[src/rtl/serial_idft_pkg.sv]
// Shared types and sample formatting for the serial inverse-DFT synthesizer.
// SERIAL_IDFT_SAT_EN selects saturation; otherwise samples wrap to Y_WIDTH bits.
package serial_idft_pkg;

    typedef enum logic [0:0] {
        IDLE = 1'b0,
        RUN  = 1'b1
    } state_e;

    localparam int SUM_MAX_W = 128;

    function automatic logic signed [SUM_MAX_W-1:0] fmt_sample(
        input logic signed [SUM_MAX_W-1:0] sum,
        input int                          shift,
        input int                          y_width
    );
        logic signed [SUM_MAX_W-1:0] shifted;
        logic signed [SUM_MAX_W-1:0] max_v;
        logic signed [SUM_MAX_W-1:0] min_v;
        shifted = sum >>> shift;
`ifdef SERIAL_IDFT_SAT_EN
        max_v = 128'sd1 <<< (y_width - 1);
        max_v = max_v - 128'sd1;
        min_v = -max_v - 128'sd1;
        if (shifted > max_v) begin
            fmt_sample = max_v;
        end else if (shifted < min_v) begin
            fmt_sample = min_v;
        end else begin
            fmt_sample = shifted;
        end
`else
        // Sign-extend from bit y_width-1 so the caller's truncation is a pure wrap.
        max_v = shifted <<< (SUM_MAX_W - y_width);
        min_v = max_v >>> (SUM_MAX_W - y_width);
        fmt_sample = min_v;
`endif
    endfunction

endpackage

[src/rtl/idft_cmul_re.sv]
// Real part of one complex product re*w_re - im*w_im, scaled and formatted to Y_WIDTH.
module idft_cmul_re
    import serial_idft_pkg::*;
#(
    parameter int W_WIDTH = 16,
    parameter int S_WIDTH = 32,
    parameter int Y_WIDTH = 16,
    parameter int SHIFT   = 14
) (
    input  logic signed [S_WIDTH-1:0] re_i,
    input  logic signed [S_WIDTH-1:0] im_i,
    input  logic signed [W_WIDTH-1:0] w_re_i,
    input  logic signed [W_WIDTH-1:0] w_im_i,
    output logic signed [Y_WIDTH-1:0] y_o
);

    localparam int P_W = W_WIDTH + S_WIDTH;
    localparam int D_W = P_W + 1;

    logic signed [P_W-1:0]       re_ext_s;
    logic signed [P_W-1:0]       im_ext_s;
    logic signed [P_W-1:0]       wr_ext_s;
    logic signed [P_W-1:0]       wi_ext_s;
    logic signed [P_W-1:0]       prod_re_s;
    logic signed [P_W-1:0]       prod_im_s;
    logic signed [D_W-1:0]       diff_s;
    logic signed [SUM_MAX_W-1:0] sum_ext_s;

    // Full-width products, one-bit-wider difference, then shift and format.
    always_comb begin
        re_ext_s  = {{W_WIDTH{re_i[S_WIDTH-1]}}, re_i};
        im_ext_s  = {{W_WIDTH{im_i[S_WIDTH-1]}}, im_i};
        wr_ext_s  = {{S_WIDTH{w_re_i[W_WIDTH-1]}}, w_re_i};
        wi_ext_s  = {{S_WIDTH{w_im_i[W_WIDTH-1]}}, w_im_i};
        prod_re_s = re_ext_s * wr_ext_s;
        prod_im_s = im_ext_s * wi_ext_s;
        diff_s    = {prod_re_s[P_W-1], prod_re_s} - {prod_im_s[P_W-1], prod_im_s};
        sum_ext_s = {{(SUM_MAX_W-D_W){diff_s[D_W-1]}}, diff_s};
        y_o       = Y_WIDTH'(fmt_sample(sum_ext_s, SHIFT, Y_WIDTH));
    end

endmodule

[src/rtl/serial_idft_coral.sv]
// Serial single-bin inverse DFT: latches one complex coefficient per channel and
// streams FRAME_LENGTH real samples. Saturation enabled by SERIAL_IDFT_SAT_EN.
module serial_idft_coral
    import serial_idft_pkg::*;
#(
    parameter int W_WIDTH      = 16,
    parameter int S_WIDTH      = 32,
    parameter int Y_WIDTH      = 16,
    parameter int SHIFT        = 14,
    parameter int FRAME_LENGTH = 3,
    parameter int CHANELS      = 2
) (
    input  logic                                     clk,
    input  logic                                     rstn,
    input  logic                                     valid_i,
    output logic                                     ready_o,
    input  logic signed [CHANELS-1:0][S_WIDTH-1:0]   re,
    input  logic signed [CHANELS-1:0][S_WIDTH-1:0]   im,
    output logic [$clog2(FRAME_LENGTH)-1:0]          counter,
    input  logic signed [W_WIDTH-1:0]                w_re,
    input  logic signed [W_WIDTH-1:0]                w_im,
    output logic signed [CHANELS-1:0][Y_WIDTH-1:0]   y,
    output logic                                     valid_o,
    input  logic                                     ready_i,
    output logic                                     last_o
);

    localparam int CW = $clog2(FRAME_LENGTH);
    localparam logic [CW-1:0] LAST_IDX = CW'(FRAME_LENGTH - 1);

    state_e                              state_q, state_d;
    logic [CW-1:0]                       counter_q, counter_d;
    logic [CHANELS-1:0][S_WIDTH-1:0]     re_q, re_d;
    logic [CHANELS-1:0][S_WIDTH-1:0]     im_q, im_d;
    logic [CHANELS-1:0][Y_WIDTH-1:0]     y_q, y_d;
    logic                                valid_q, valid_d;
    logic                                last_q, last_d;
    logic [CHANELS-1:0][Y_WIDTH-1:0]     ymul_s;
    logic                                load_s;

    for (genvar c = 0; c < CHANELS; c++) begin : g_ch
        idft_cmul_re #(
            .W_WIDTH (W_WIDTH),
            .S_WIDTH (S_WIDTH),
            .Y_WIDTH (Y_WIDTH),
            .SHIFT   (SHIFT)
        ) u_cmul (
            .re_i   (re_q[c]),
            .im_i   (im_q[c]),
            .w_re_i (w_re),
            .w_im_i (w_im),
            .y_o    (ymul_s[c])
        );
    end

    // State, counter, coefficient and output registers with synchronous reset.
    always_ff @(posedge clk) begin
        if (!rstn) begin
            state_q   <= IDLE;
            counter_q <= '0;
            re_q      <= '0;
            im_q      <= '0;
            y_q       <= '0;
            valid_q   <= 1'b0;
            last_q    <= 1'b0;
        end else begin
            state_q   <= state_d;
            counter_q <= counter_d;
            re_q      <= re_d;
            im_q      <= im_d;
            y_q       <= y_d;
            valid_q   <= valid_d;
            last_q    <= last_d;
        end
    end

    // Next-state: accept in IDLE, emit one sample per load in RUN.
    always_comb begin
        state_d   = state_q;
        counter_d = counter_q;
        re_d      = re_q;
        im_d      = im_q;
        y_d       = y_q;
        valid_d   = valid_q;
        last_d    = last_q;
        load_s    = 1'b0;
        case (state_q)
            IDLE: begin
                if (valid_i) begin
                    re_d    = re;
                    im_d    = im;
                    state_d = RUN;
                end else begin
                    state_d = IDLE;
                end
            end
            RUN: begin
                load_s = !valid_q || ready_i;
            end
            default: begin
                state_d = IDLE;
            end
        endcase
        if (load_s) begin
            y_d     = ymul_s;
            valid_d = 1'b1;
            last_d  = (counter_q == LAST_IDX);
            if (counter_q == LAST_IDX) begin
                counter_d = '0;
                state_d   = IDLE;
            end else begin
                counter_d = counter_q + CW'(1);
            end
        end else if (valid_q && ready_i) begin
            valid_d = 1'b0;
        end else begin
            valid_d = valid_q;
        end
    end

    // Outputs: ready_o depends on state only, everything else straight from flops.
    always_comb begin
        ready_o = (state_q == IDLE);
        counter = counter_q;
        y       = y_q;
        valid_o = valid_q;
        last_o  = last_q;
    end

endmodule

[config.mk]
export PLATFORM = sky130hd
export DESIGN_NAME = serial_idft_coral
export DESIGN_NICKNAME = d
export VERILOG_FILES = /design/src/rtl/serial_idft_pkg.sv /design/src/rtl/idft_cmul_re.sv /design/src/rtl/serial_idft_coral.sv
export SDC_FILE = /design/constraint.sdc
export NUM_CORES = 2
export LEC_CHECK = 0
export CAP_MARGIN = 30
export CORE_UTILIZATION = 50
export CTS_CLUSTER_DIAMETER = 40
export DETAILED_ROUTE_END_ITERATION = 16
export HOLD_SLACK_MARGIN = 0.08
export PLACE_DENSITY = 0.72
export RECOVER_POWER = 50
export SLEW_MARGIN = 20
export SYNTH_ARGS = -nofsm -noshare
export SYNTH_HDL_FRONTEND = slang
export SYNTH_SLANG_ARGS = --single-unit
[constraint.sdc]
create_clock -name clk -period 8.8 [get_ports clk]
set_clock_uncertainty 0.15 [all_clocks]
set_input_delay 2.64 -clock clk [delete_from_list [all_inputs] [get_ports clk]]
set_output_delay 2.64 -clock clk [all_outputs]
set_load 0.02 [all_outputs]
==> impl_metrics.ini <==
[clock_network]
clk_pin_slew_ns = 0.08
cts.sinks = 157
cts_buffer_depth = 2
cts_tree = yes
clockRootBuffer = clkbuf_16
numCtsBuffers = 17
htree_levels = 4
clk_latency_ns = 0.55

[floorplanning]
start_util = 0.507
fp.dieArea_mm2 = 0.0997
die_h_um = 316
io_pins = 201
rows = 114
dieWidth_um = 316
core_area_mm2 = 0.0971

[setup_path]
crit_buf_inv = 5
critPathCaptureType = register
crit_fanout = 7
cpPeakStageDelay_ns = 0.60
path_cells = buf_8, buf_4, or2b_1, fa_1, fa_1, fa_1, inv_1, fa_1, inv_1, fa_2, fa_1, fa_2, fa_1, inv_2, ha_4, nand4_1, nor2_2, nand4_1, o211ai_1, a31oi_1, nor2b_2, xnor2_1, a21oi_1
worst-setup-path-type = input port to register
cpMostUsedCell = fa_1
crit_slowest_cell = fa_1
cp-startpoint = w_re[15]
crit_family = adder cells
reg2reg_from = re_q[44]
cp_data_arrival_time_ns = 9.34
cp-start-kind = input port
worstPathRequired_ns = 9.07

[yosys]
synth_commonest_cells = inv_1, fa_1, nand2_1, and2_1, ha_1
synth_seq_cells = 157
synth.distinct_cells = 60
netlist_area_mm2 = 0.0492
yosys_warnings = 0
netlist_top_cells_area = fa_1, inv_1, and2_1
synth-edff-count = 0
synthCells = 5503
yosys.area.top_type = fa_1
syn_area_per_cell_um2 = 8.94
synthArstFlopShare = 0
synthFlopType = dfxtp_1
synth_top_area_frac = 0.494
synth.most_common_cell = inv_1
seq_area_frac_synth = 0.0639
synth.net_count = 7177

[timing]
rsz0062_at_grt = true
tightest_slew_ns = 0.879
hold_viol_final = 0
period_minus_slack_ns = 9.06
slew_headroom = 0.414
setup_violations = 23
drv_slew = 0
max_freq_ghz = 0.110
min_period_over_period = 1.03
setup_ws_ns = -0.264

[run_status]
outcome = finished, violations left
violations = negative setup slack

[job]
cap_violations = 0

[detailed_routing]
viasPerCell = 5.30
drt_first_pass_iters = 6
wl_per_cell_um = 21.3
routed_wl_mm = 151
drc = 0
ant_nets = 0
drt_iter0_drc = 2373
num_vias = 37500

[grt]
grt_max_degree = 72
grt_use_total = 0.309
grt_overflow = 0
antenna_found_initial = 10
grt_pass1_wl_mm = 229
grt_pass1_vias = 41000

[final_layout]
design_area_mm2 = 0.0577
final_nets = 7449
nFillCells = 8256
areaGrowthSynthToFinish_pct = 17.2
drive_above_1_share = 0.128

[placed_design]
portBuffers = 192
dpl.hpwl_mm = 117
place_area_mm2 = 0.0543
place_congestion = 0.939

[min_path]
hp-start = re_q[0]
min_path_type = register to register
[worst reg2reg max path, stage by stage, from the launching register on]
cell      delay [ns]
dfxtp_1         0.87
and2_4          0.31
fa_1            0.45
fa_2            0.67
inv_2           0.06
fa_1            0.54
inv_1           0.05
fa_1            0.45
fa_1            0.52
fa_2            0.45
fa_1            0.49
inv_1           0.05
fa_1            0.52
inv_2           0.06
ha_4            0.29
and4_4          0.25
and2_4          0.17
nand2_2         0.06
o211ai_4        0.28
a211o_1         0.24
a21oi_2         0.09
buf_4           0.14
buf_4           0.12
a211o_1         0.24
[cell usage in the layout (no fill, tap or decap), types with 89 or more instances in the layout]
| cell type | count |
|---|---|
| xnor2_1 | 109 |
| nand2_1 | 934 |
| clkdlybuf4s50_1 | 159 |
| ha_1 | 265 |
| dfxtp_1 | 157 |
| inv_1 | 1275 |
| and2_1 | 687 |
| fa_1 | 1125 |
| fa_2 | 89 |
| buf_4 | 235 |
| a21boi_0 | 122 |
[stage by stage]
stage / setup WS, ns / TNS [ns] / hold WS (ns) / util / std cells
6_report: -0.264 / -3.63 / 0.323 / 0.594 / 7069
5_1_grt: -0.470 / -7.99 / 0.342 / 0.594 / 7066
4_1_cts: -0.231 / -2.75 / 0.323 / 0.577 / 7005
3_5_place_dp: -1.33 / -35.47 / 0.312 / 0.559 / 6928
3_3_place_gp: -1.26 / -33.84 / 0.305 / 0.559 / 6927
2_1_floorplan: -0.294 / -1.64 / 0.294 / - / 5503
[kinds of logic after synthesis]
logic type      Yosys count  share of synthesized area
buf+inv                1640                      0.126
fa+ha+maj              1510                      0.569
xor+xnor                147                     0.0267
compound gates          241                     0.0348
flops                   157                     0.0639
simple gates           1808                      0.180
[worst paths after layout]
path / end / slack, ns / cells after the start
max: y[15] / -0.26 / 23
min reg2reg: re_q[0] / 0.32 / 2
max reg2reg: y[30] / 1.22 / 23
min: re_q[0] / 0.32 / 2
[layout make-up]
cell class	count	area, um2	area share
flip-flops and latches	157	3140	0.0545
repair buffers	546	6130	0.106
inverters	1347	5060	0.0877
multi-input cells	3706	41200	0.713
well taps	1276	1600	0.0277
diodes	5	12.5	0.000217
clock buffers	18	429	0.00744
clock inverters	14	173	0.00299
[repair_timing]
item / in CTS / in global routing
resized for setup: 231 / 289
buffers inserted: 34 / 48
gates cloned: 12 / 15
hold buffers: 0 / 0
pin swaps: 144 / 304
setup endpoints to repair: 32 / 32
[flip-flops by register name, indices dropped and copies added, names as in the netlist]
name / count
y: 32
state_q: 1
re_q: 60
valid_o: 1
im_q: 60
counter: 2
last_o: 1
[layer usage]
| metal | up-vias | share of wire | wire length [um] | track usage |
|---|---|---|---|---|
| li1 | 16100 | - | - | - |
| met1 | 19300 | 0.35 | 52100 | 0.347 |
| met2 | 1522 | 0.50 | 76100 | 0.545 |
| met3 | 492 | 0.068 | 10300 | 0.0428 |
| met4 | 4 | 0.081 | 12200 | 0.214 |
| met5 | - | 0.00019 | 29 | 0 |
Power is left out: the tool's default activity adds up to more than one toggle a clock period on the data nets, which glitch-free logic cannot reach.
